===== src/rtl/nexys_starship_monster_ctrl.sv =====
// Monster lane controller for the starship game: spawn, shoot, expiry and score.
// Optional macro NEXYS_STARSHIP_SPEEDUP_EN shortens monster lifetime as the score grows.
module nexys_starship_monster_ctrl #(
    parameter int unsigned TIMEOUT    = 8,
    parameter int unsigned MAX_ACTIVE = 2
) (
    input  logic       Clk,
    input  logic       Reset,
    input  logic       start,
    input  logic       tick,
    input  logic [3:0] spawn_req,
    input  logic       shoot,
    input  logic [1:0] shoot_dir,
    output logic [3:0] monster,
    output logic [7:0] score,
    output logic [1:0] game_state,
    output logic       game_over
);

    typedef enum logic [1:0] {
        StIdle = 2'd0,
        StPlay = 2'd1,
        StOver = 2'd2
    } state_e;

    localparam logic [2:0] MaxActive = 3'(MAX_ACTIVE);

    state_e     state_q, state_d;
    logic [3:0] monster_q, monster_d;
    logic [7:0] score_q, score_d;
    logic [3:0] timer_q [4];
    logic [3:0] timer_d [4];
    logic [3:0] eff_timeout;
    logic [3:0] kill_mask;
    logic [3:0] expire;
    logic [2:0] active;

`ifdef NEXYS_STARSHIP_SPEEDUP_EN
    localparam logic [4:0] TimeoutW = 5'(TIMEOUT);
    logic [4:0] sub_w;

    // Every 16 kills shave one tick off the lifetime, never below 2.
    assign sub_w       = {1'b0, score_q[7:4]};
    assign eff_timeout = ((sub_w + 5'd2) > TimeoutW) ? 4'd2 : 4'(TimeoutW - sub_w);
`else
    assign eff_timeout = 4'(TIMEOUT);
`endif

    always_comb begin
        state_d   = state_q;
        monster_d = monster_q;
        score_d   = score_q;
        timer_d   = timer_q;
        kill_mask = 4'b0000;
        expire    = 4'b0000;
        active    = 3'd0;

        unique case (state_q)
            StIdle, StOver: begin
                if (start) begin
                    state_d   = StPlay;
                    monster_d = 4'b0000;
                    score_d   = 8'd0;
                    for (int i = 0; i < 4; i++) begin
                        timer_d[i] = 4'd0;
                    end
                end
            end
            StPlay: begin
                // A shot is resolved before expiry, so it wins over an expiring lane.
                if (shoot && monster_q[shoot_dir]) begin
                    kill_mask[shoot_dir] = 1'b1;
                    score_d = (score_q == 8'hFF) ? score_q : score_q + 8'd1;
                end
                monster_d = monster_q & ~kill_mask;

                if (tick) begin
                    for (int i = 0; i < 4; i++) begin
                        if (monster_d[i]) begin
                            if (timer_q[i] == 4'd1) begin
                                expire[i] = 1'b1;
                            end else begin
                                timer_d[i] = timer_q[i] - 4'd1;
                            end
                        end
                    end

                    for (int i = 0; i < 4; i++) begin
                        active = active + {2'b00, monster_d[i]};
                    end

                    // Fixed priority by lane index; requests beyond the cap are dropped.
                    for (int i = 0; i < 4; i++) begin
                        if (spawn_req[i] && !monster_d[i] && !kill_mask[i]
                            && (active < MaxActive)) begin
                            monster_d[i] = 1'b1;
                            timer_d[i]   = eff_timeout;
                            active       = active + 3'd1;
                        end
                    end

                    if (|expire) begin
                        state_d = StOver;
                    end
                end
            end
            default: begin
                state_d = StIdle;
            end
        endcase
    end

    always_ff @(posedge Clk or negedge Reset) begin
        if (!Reset) begin
            state_q   <= StIdle;
            monster_q <= 4'b0000;
            score_q   <= 8'd0;
            for (int i = 0; i < 4; i++) begin
                timer_q[i] <= 4'd0;
            end
        end else begin
            state_q   <= state_d;
            monster_q <= monster_d;
            score_q   <= score_d;
            for (int i = 0; i < 4; i++) begin
                timer_q[i] <= timer_d[i];
            end
        end
    end

    assign monster    = monster_q;
    assign score      = score_q;
    assign game_state = state_q;
    assign game_over  = (state_q == StOver);

endmodule

===== config.mk =====
export PLATFORM = sky130hd
export DESIGN_NAME = nexys_starship_monster_ctrl
export DESIGN_NICKNAME = d
export VERILOG_FILES = /design/src/rtl/nexys_starship_monster_ctrl.sv
export SDC_FILE = /design/constraint.sdc
export NUM_CORES = 1
export LEC_CHECK = 0
export ABC_AREA = 0
export ABC_CLOCK_PERIOD_IN_PS = 4600
export CORE_MARGIN = 10
export CORE_UTILIZATION = 45
export DETAILED_ROUTE_END_ITERATION = 16
export PLACE_DENSITY = 0.75
export SETUP_SLACK_MARGIN = 0.4
export SLEW_MARGIN = 20
export SYNTH_ARGS = -nofsm -noshare
export SYNTH_HDL_FRONTEND = slang
export SYNTH_SLANG_ARGS = --single-unit

===== constraint.sdc =====
create_clock -name Clk -period 4.6 [get_ports Clk]
set_input_delay 0.46 -clock Clk [delete_from_list [all_inputs] [get_ports Clk]]
set_output_delay 0.46 -clock Clk [all_outputs]
set_load 0.02 [all_outputs]

==> metrics.txt, run 1 <==
std cell rows=24; Longest Clk Path Bufs=2; Worst Setup SP=shoot; Setup Total Neg Slack=0 ns; top cells by count, synth=30 x dfrtp_1, 24 x nor2_1, 15 x nand2_1, 15 x o21ai_0; H-Tree Level Count=2; Ant. Diodes=0; Avg Vias per Cell=between 5 and 6; Peak supply drop=368.9 uV; share of total power in sequential cells=around 28%; top layer in use=met4; Sw Pwr=about 0.00073 W; critical path fanouts, max=7; nets=around 270; clock network power share=13.4%; Area contributors post-synth=dfrtp_1 38%, ha_1 8.9%, nor2_1 4.6%; Worst Path Required=approximately 4.8 ns; DRC violations left=0; Post-CTS Setup Bufs=0; highest-delay cell along the critical path=clkdlybuf4s50_1; pwr dens=approximately 690 mW/mm^2; period utilization=86.76%; status=finished clean; P_int=between 0.0008 and 0.0009 W; worst-case hold slack=~0.52 ns; CTS tree=yes; Comb pwr share=between 50% and 60%; Least-Margin Pin Slew=slightly above 0.8 ns; post-cts resize count=0; first-pass GRT wire length=~7.7 mm; number of global-route vias before repair=1664; die area=~0.0074 mm^2; vias post-DR=about 1700; P&R area growth vs syn=19.89%; Initial DRC Count=84; Post-Syn Area=between 0.0015 and 0.002 mm^2; Mapped Avg Cell Area=between 8 and 9 um^2; Clock Tree Root=clkbuf_8; post-layout minimum cycle time=around 4.0 ns; detailed-route wire length per cell=between 10 and 15 um; most frequent cell after synthesis=dfrtp_1; post-synth top area share=38.00%; number of distinct library cells after synthesis=between 40 and 50; first-pass iteration count of the detailed router=4; Mapped Cells=approximately 220; WL met1=slightly above 2 mm; layout cells sized above 1=8.400%; post-synth top area cell=dfrtp_1; largest net degree at the start of global routing=31; Final Hold Viols=0; CP max stage delay=0.57 ns; die height=roughly 86 um; CP most frequent cell=ha_1; Peak Freq=250.6 MHz; routed wl met3=268 um; # port buffers=25; Fillers=397; Global Route Usage Sum=12.37%; post-synthesis net count=approximately 250; P_leak=1.015 nW; width of the die=86.26 um; Worst Setup Path Type=in2reg; clk sinks=30; initial antenna violation count=0; EDFF count, synth=0; RSZ-0062 raised after global routing=no; Core ar.=~0.0043 mm^2; synth warn=0; CTS Hold Bufs=0; Final setup viols=0; Sw Ratio=about 45%; sequential element share of the synthesized area=~38%; R2R Path Start=monster[1]; Crit. End Element=register; Clock Latency Late Sink=0.28 ns; DRT Wirelength=roughly 4.4 mm; Detail Placement HPWL=roughly 3.3 mm; clk_skew=0.002416 ns; Startpoint Class=input pin; GR Overflow Total=0; total CTS buffers=5; HP Start=timer_q[11]; worst hold path type=reg2reg; Critical Path AT=between 4 and 5 ns; GPL Wtd Cong=about 0.84; ys flop type=dfrtp_1; fraction of registers with async set/reset=between 90% and 100%; Starting Density=about 46%; max cap viols=0; ordered list of cells on the worst path=clkdlybuf4s50_1 -> nand2b_1 -> o21a_1 -> xnor2_1 -> ha_1 -> ha_1 -> ha_1 -> or3b_1 -> o21bai_1 -> a22o_1 -> ha_1 -> nor2_1 -> nor2_1 -> or3_4 -> o21ai_0 -> o21ai_0; Slew Limit Fails=0; routed wl met2=2.068 mm; Clock Pin Slew Worst Setup and Hold Paths=0.06 ns; Max transition margin=about 46%; Detail Route Antenna Nets=0; I/O pins=26; Synth Register Bits=30
-- worst max-delay path: cells and delay by family --
| kind | cells | cell delay (ns) |
|---|---|---|
| AO/OA/AOI/OAI | 5 | 0.92 |
| AND/OR/NAND/NOR | 5 | 1.08 |
| XOR/XNOR | 1 | 0.16 |
| buffers and inverters | 1 | 0.57 |
| adder cells (fa/ha/maj) | 4 | 0.93 |
-- area by class of cell --
| cell class | count | area (um^2) | share of cell area [%] |
|---|---|---|---|
| Multi-Input combinational cell | 172 | 1151 | 48.60 |
| Tap cell | 52 | 65.06 | 2.747 |
| Clock buffer | 7 | 86.33 | 3.645 |
| Sequential cell | 30 | 750.7 | 31.70 |
| Inverter | 14 | 52.55 | 2.219 |
| Clock inverter | 1 | 5.005 | 0.2113 |
| Timing Repair Buffer | 26 | 257.7 | 10.88 |
-- power by group through the flow --
stage | clock network (W) | logic, W | registers (W)
after floorplan | 0 | 0.000701 | 0.000468
after global placement | 0 | 0.000913 | 0.000454
after detailed placement | 0 | 0.000933 | 0.000457
after CTS | 0.000222 | 0.000938 | 0.000454
after global routing | 0.000233 | 0.00108 | 0.000470
final | 0.000218 | 0.000951 | 0.000456
-- metal layers --
layer | GRT usage (%) | vias up
met5 | 0 | -
met4 | 3.976 | 0
met3 | 4.315 | 6
met2 | 19.54 | 34
met1 | 15.42 | 809
li1 | - | 835
-- logic make-up after synthesis --
kind of cell | Yosys count | synth area share (%)
AOI/OAI and AO/OA | 58 | 20.01
xor gates and xnor gates | 11 | 4.876
adders and majority gates | 14 | 8.866
buffers and inverters | 20 | 4.117
DFF | 30 | 38.00
muxes | 1 | 1.140
and+or+nand+nor | 88 | 22.99
-- flip-flops by register name, indices dropped and copies added, names as in the netlist --
register / cells
timer_q: 16
score: 8
monster: 4
game_state: 2
-- path summary, 6_finish.rpt --
path / end / slack (ns) / cells after the start
worst max-delay path: timer_q[0] / 0.61 / 16
worst min-delay path: timer_q[11] / 0.52 / 1
worst max register to register: timer_q[0] / 1.06 / 14
worst min register to register: timer_q[11] / 0.52 / 1
max in group asynchronous: timer_q[6] / 3.75 / 2
min in group asynchronous: score[3] / 0.56 / 2
-- through the flow --
step / cells / power, W / cell area, um^2 / setup slack [ns] / util [%]
after floorplan: 222 / 0.001169 / 1976 / 1.012 / -
after global placement: 294 / 0.001367 / 2270 / 0.3511 / 52.86
after detailed placement: 294 / 0.001390 / 2270 / 0.2440 / 52.86
after CTS: 302 / 0.001614 / 2361 / 0.5173 / 54.98
after global routing: 302 / 0.001782 / 2369 / 0.4090 / 55.16
final: 302 / 0.001625 / 2369 / 0.6090 / 55.16
-- placed cells by master, fill, tap and decap left out, drive strengths merged, types with 7 or more instances in the layout --
cell and count:
ha 14, o21ai 18, nor2 24, dfrtp 30, inv 14, clkbuf 7, nand2 15, clkdlybuf4s50 25
xor2 7, a21oi 15, nand3 11
No activity file was read; power rests on OpenSTA's default activity.
==> run 2, diff against run 1 <==
Settings changed: CORE_ASPECT_RATIO from default to 1.4.
==> run 2 against run 1 <==
Fmax is 2.0% higher. Critical path type unchanged. Hold slack got worse by 0.00060 ns. Largest cell class unchanged. Wire length rose by 0.50%. Via count stayed put. Critical path depth unchanged. Core utilization rose by 1.6 points. Flip-flop and latch count is the same. Worst setup slack better by 0.078 ns. Final cell count rose by 3.0%. Die area increased by 0.51%. Clock-buffer cell count is 1 higher.
==> metrics.txt, run 2 (synthesized netlist as in run 1, its figures left out) <==
status=finished clean; first-pass iteration count of the detailed router=4 (unchanged); vias post-DR=1684 (unchanged); Clock Tree Root=clkbuf_8; Startpoint Class=input pin; worst-case hold slack=0.5212 ns (-0.0006000 ns); fin util=56.76% (+1.6 points); Final Hold Viols=0 (unchanged); CP most frequent cell=ha_1; Core ar.=0.004239 mm^2 (-1.3%); highest-delay cell along the critical path=clkdlybuf4s50_1; Detail Placement HPWL=3.494 mm (+4.4%); Sw Pwr=0.0007226 W (-0.48%); largest net degree at the start of global routing=31 (unchanged); GR Overflow Total=0 (unchanged); Comb pwr share=57.4% (-1.1 points); detailed-route wire length per cell=14.32 um (-2.4%); Clock Latency Late Sink=0.28 ns (about the same); GPL Wtd Cong=0.8922 (+6.0%); Worst Setup Path Type=in2reg; CTS tree=yes; Biggest register=timer_q; pwr dens=688.3 mW/mm^2 (+0.33%); Pwr Total=0.001656 W (+1.9%); ordered list of cells on the worst path=clkdlybuf4s50_1 -> nand2b_1 -> o21a_2 -> xnor2_1 -> ha_1 -> ha_1 -> ha_1 -> or3b_1 -> a21oi_1 -> a22o_1 -> ha_1 -> nor2_1 -> nor2_1 -> or3_4 -> a41oi_2 -> o21a_1; die area=0.007478 mm^2 (+0.51%); die height=98.40 um (+14%); CP max stage delay=0.56 ns (about the same); Avg Vias per Cell=5.415 (-2.9%); Slew Limit Fails=0 (unchanged); first-pass GRT wire length=7.893 mm (+2.8%); total CTS buffers=5 (unchanged); I/O pins=26 (unchanged); # port buffers=25 (unchanged); max cap viols=0 (unchanged); Sw Ratio=43.63% (-1.1 points); Placement Setup Slack=0.2272 ns (-0.01674 ns); number of global-route vias before repair=1726 (+3.7%); Peak Freq=255.6 MHz (+2.0%); clk_skew=0.003099 ns (+0.0006829 ns); share of total power in sequential cells=27.6% (-0.5 points); Least-Margin Pin Slew=0.7714 ns (-0.03569 ns); std cell rows=28 (+17%); Starting Density=46.61% (+0.60 points); final worst slack=0.6870 ns (+0.07808 ns); critical path fanouts, max=7 (unchanged); clk sinks=30 (unchanged); Fillers=408 (+2.8%); RSZ-0062 raised after global routing=no; worst hold path type=reg2reg; post-layout minimum cycle time=3.913 ns (-0.07808 ns); Ant. Diodes=0 (unchanged); width of the die=76 um (-12%); Largest register FFs=16 (unchanged); most common cell after layout, fill and taps aside=dfrtp_1; initial antenna violation count=0 (unchanged); Initial DRC Count=52 (-38%); Worst Path Required=4.82 ns (+0.06 ns); P&R area growth vs syn=21.79%; Longest Clk Path Bufs=2 (unchanged); Clock Pin Slew Worst Setup and Hold Paths=0.06 ns (about the same); DRT Wirelength=4.454 mm (+0.50%); nets=275 (+0.36%); Final setup viols=0 (unchanged); layout cells sized above 1=9.562% (+1.2 points); P_int=0.0009335 W (+3.9%); Global Route Usage Sum=12.72% (+0.35 points); H-Tree Level Count=2 (unchanged); DRC violations left=0 (unchanged); Peak supply drop=417.3 uV (+13%); period utilization=85.06% (-1.7 points); commonest cells after routing, fill and taps aside=30 x dfrtp_1, 25 x clkdlybuf4s50_1, 23 x nor2_1; Setup Total Neg Slack=0 ns (unchanged); P_leak=1.030 nW (+1.5%); Detail Route Antenna Nets=0 (unchanged); Critical Path AT=4.14 ns (about the same); clock network power share=15.0% (+1.6 points); Max transition margin=48.46% (+2.4 points); Crit. End Element=register
## run 2: metrics by stage
| stage | instance area [um^2] | cells |
|---|---|---|
| final | 2406 | 311 |
| after global routing | 2406 | 311 |
| after CTS | 2397 | 311 |
| after detailed placement | 2287 | 303 |
| after global placement | 2287 | 303 |
| after floorplan | 1976 | 222 |
## run 2: per-layer routing
metal / global-route usage [%] / vias to the layer above / wire length [um]
met3: 4.220 / 14 / 202
met2: 22.57 / 33 / 2274
li1: - / 842 / -
met1: 12.59 / 795 / 1813
met4: 7.456 / 0 / 164
met5: 0 / - / 0
## run 2: layout make-up
class	instances	area [um^2]	area share (%)
timing repair buffer	27	265.3	11.02
tap	60	75.07	3.120
inverter	14	52.55	2.184
clock buffer	8	110.1	4.576
sequential	30	750.7	31.20
multi-input combinational	172	1152	47.89
## run 2: final timing paths
kind	from	endpoint	slack [ns]	depth (start not counted)
hold / removal	timer_q[9]	timer_q[9]	0.52	2
min in group asynchronous	Reset	score[2]	0.56	2
setup reg to reg	monster[0]	timer_q[3]	1.17	14
hold reg to reg	timer_q[9]	timer_q[9]	0.52	2
max in group asynchronous	Reset	timer_q[15]	3.75	2
setup / recovery	shoot	timer_q[3]	0.69	16
## run 2: repair_timing
action,in CTS,in global routing
hold buffers,0,0
resized for setup,0,4
endpoints found under the setup margin,0,5
buffers inserted,0,0
## run 2: critical path, delay by kind of cell
family	cells	cell delay, ns
buf+inv	1	0.56
fa+ha+maj	4	0.94
simple gates	5	1.08
compound gates	5	0.95
xor+xnor	1	0.14
## run 2: power groups by stage
stage          combinational, W  clock (W)  sequential [W]
5_1_grt                 0.00109   0.000268        0.000473
3_3_place_gp           0.000918          0        0.000458
3_5_place_dp           0.000942          0        0.000461
6_report               0.000951   0.000248        0.000457
2_1_floorplan          0.000701          0        0.000468
4_1_cts                0.000943   0.000254        0.000457
==> run 3, diff against run 2 <==
Settings changed: ABC_AREA 0 to 1, PLACE_DENSITY 0.75 to 0.74, SETUP_SLACK_MARGIN 0.4 to 0.15, SKIP_CTS_REPAIR_TIMING from default to 1.
==> run 3 against run 2 <==
Final cell count rose by 26%. Clock power shrank 10%. Hold slack got worse by 0.040 ns. Largest cell class unchanged. Largest power group unchanged.
==> metrics.txt, run 3 <==
Post-Syn Area=0.002248 mm^2 (+14%); Largest register FFs=16 (unchanged); # port buffers=25 (unchanged); Detail Route Antenna Nets=0 (unchanged); highest-delay cell along the critical path=clkdlybuf4s50_1; Comb pwr share=65.4% (+8.0 points); first-pass iteration count of the detailed router=4 (unchanged); Initial DRC Count=85 (+63%); post-synthesis net count=324 (+31%); Avg Vias per Cell=4.992 (-7.8%); top cells by count, synth=73 x nand2_1, 44 x inv_1, 30 x dfrtp_1; most common cell after layout, fill and taps aside=nand2_1; commonest cells after routing, fill and taps aside=73 x nand2_1, 44 x inv_1, 30 x dfrtp_1; Ant. Diodes=0 (unchanged); std cell rows=30 (+7.1%); DRT Wirelength=4.917 mm (+10%); Final setup viols=0 (unchanged); Pwr Total=0.002094 W (+26%); share of total power in sequential cells=24.0% (-3.6 points); Peak Freq=256.6 MHz (+0.39%); Slew Limit Fails=0 (unchanged); number of distinct library cells after synthesis=33 (-31%); Mapped Cells=299 (+35%); Hold Crit Depth=2 (unchanged); Least-Margin Pin Slew=0.5811 ns (-0.1904 ns); initial antenna violation count=0 (unchanged); period utilization=84.73% (-0.33 points); Clock Tree Root=clkbuf_8; Min-Delay Endpoint=timer_q[5]; max cap viols=0 (unchanged); HP Start=timer_q[5]; most frequent cell after synthesis=nand2_1; worst r2r dst=timer_q[1]; Worst Path Required=4.77 ns (-0.05 ns); post-synth top area share=33.39% (-4.6 points); detailed-route wire length per cell=12.51 um (-13%); Worst Setup Path Type=in2reg; post-layout minimum cycle time=3.898 ns (-0.01524 ns); Detail Placement HPWL=3.829 mm (+9.6%); Biggest register=timer_q; CTS tree=yes; Max transition margin=61.17% (+13 points); Clock Latency Late Sink=0.29 ns (about the same); DRC violations left=0 (unchanged); largest net degree at the start of global routing=31 (unchanged); GPL Wtd Cong=0.8931 (+0.10%); Sw Pwr=0.001066 W (+48%); H-Tree Level Count=2 (unchanged); Clock Pin Slew Worst Setup and Hold Paths=0.06 ns (about the same); r2r worst-path depth=27 (+13); post-synth top area cell=dfrtp_1; Mapped Avg Cell Area=7.520 um^2 (-16%); RSZ-0062 raised after global routing=no; sequential element share of the synthesized area=33.39% (-4.6 points); P_int=0.001028 W (+10%); GR Overflow Total=0 (unchanged); clock network power share=10.6% (-4.4 points); Core ar.=0.004842 mm^2 (+14%); CP max stage delay=0.51 ns (-0.05 ns); Global Route Usage Sum=12.59% (-0.13 points); worst hold path type=reg2reg; worst-case hold slack=0.4810 ns (-0.04021 ns); die area=0.008264 mm^2 (+11%); P_leak=1.349 nW (+31%); layout cells sized above 1=13.68% (+4.1 points); ys flop type=dfrtp_1; pwr dens=796.3 mW/mm^2 (+16%); R2R Path Start=monster[1]; EDFF count, synth=0 (unchanged); Sw Ratio=50.91% (+7.3 points); total CTS buffers=5 (unchanged); first-pass GRT wire length=8.680 mm (+10%); Fillers=485 (+19%); die height=103.6 um (+5.3%); critical path fanouts, max=7 (unchanged); P&R area growth vs syn=16.97%; Setup Total Neg Slack=0 ns (unchanged); Area contributors post-synth=dfrtp_1 33%, nand2_1 12%, ha_1 7.8%; Critical Path AT=4.07 ns (-0.07 ns); nets=353 (+28%); clk_skew=0.008050 ns (+0.004952 ns); synth warn=0 (unchanged); fraction of registers with async set/reset=100.0% (unchanged); vias post-DR=1962 (+17%); width of the die=79.74 um (+4.9%); status=finished clean; I/O pins=26 (unchanged); Crit. End Element=register; Starting Density=46.43% (-0.17 points); Longest Clk Path Bufs=2 (unchanged); clk sinks=30 (unchanged); Startpoint Class=input pin; Final Hold Viols=0 (unchanged); CP most frequent cell=nand2_1; Peak supply drop=285.2 uV (-32%); flop-to-flop setup slack=1.02 ns (-0.15 ns); Synth Register Bits=30 (unchanged); number of global-route vias before repair=1953 (+13%)
-- run 3: cell count changes in the layout (fill, tap and decap cells not counted), moves of 5 or more --
cell / before / now
nor2b_1: 5 / 0
o21ai_0: 14 / 8
nand2b_1: 6 / 0
nand3_1: 11 / 28
nand2_2: 0 / 10
nand4_2: 0 / 5
nand2_1: 15 / 73
nand3_2: 0 / 6
inv_1: 14 / 44
a21oi_1: 14 / 4
-- run 3: how the worst max path moves through the flow --
stage | startpoint | end | slack (ns) | cells past startpoint
global placement | shoot_dir[0] | timer_q[1] | 0.52 | 28
finish | shoot_dir[0] | timer_q[1] | 0.70 | 29
CTS | shoot_dir[0] | timer_q[1] | 0.70 | 28
floorplan | monster[1] | timer_q[0] | 1.25 | 26
global route | shoot_dir[0] | timer_q[2] | 0.20 | 29
detailed placement | shoot_dir[0] | timer_q[2] | 0.42 | 28
-- run 3: critical path: cells and delay by family --
kind                     cells  cell delay (ns)
AND/OR/NAND/NOR             18             1.75
buffers and inverters        6             0.83
adder cells (fa/ha/maj)      4             0.86
XOR/XNOR                     1             0.15
-- run 3: per-layer routing --
| metal | GRT usage [%] | part of all wire, % | vias to the layer above |
|---|---|---|---|
| li1 | - | - | 1018 |
| met1 | 14.19 | 43 | 906 |
| met2 | 21.48 | 51 | 30 |
| met3 | 3.460 | 4.5 | 8 |
| met4 | 4.924 | 1.9 | 0 |
| met5 | 0 | 0 | - |
-- run 3: cell families after synthesis --
family                   synth area share, %
AO/OA/AOI/OAI                          8.181
XOR/XNOR                               3.506
adder cells (fa/ha/maj)                7.791
buffers and inverters                  10.13
flip-flops                             33.39
multiplexers                          0.4452
AND/OR/NAND/NOR                        36.56
-- run 3: power groups by stage --
stage | Clock [W] | Combinational, W | Sequential, W
finish | 0.000222 | 0.00137 | 0.000502
global route | 0.000238 | 0.00158 | 0.000522
CTS | 0.000227 | 0.00138 | 0.000503
detailed placement | 0 | 0.00138 | 0.000506
global placement | 0 | 0.00135 | 0.000504
floorplan | 0 | 0.00104 | 0.000539
-- run 3: cell type report --
cell class | instances | area (um^2) | area share, %
clock buffers | 7 | 86.33 | 3.283
clock inverters | 1 | 5.005 | 0.1903
inverters | 48 | 180.2 | 6.851
multi-input cells | 217 | 1270 | 48.29
flip-flops and latches | 30 | 750.7 | 28.54
well taps | 64 | 80.08 | 3.045
repair buffers | 26 | 257.7 | 9.800
-- run 3: through the flow --
stage	setup WS [ns]	cell area, um^2	utilization (%)	std cells
floorplan	1.245	2248	-	299
global placement	0.5234	2539	52.43	385
detailed placement	0.4167	2539	52.43	385
CTS	0.6957	2630	54.32	393
global route	0.1969	2630	54.32	393
finish	0.7023	2630	54.32	393
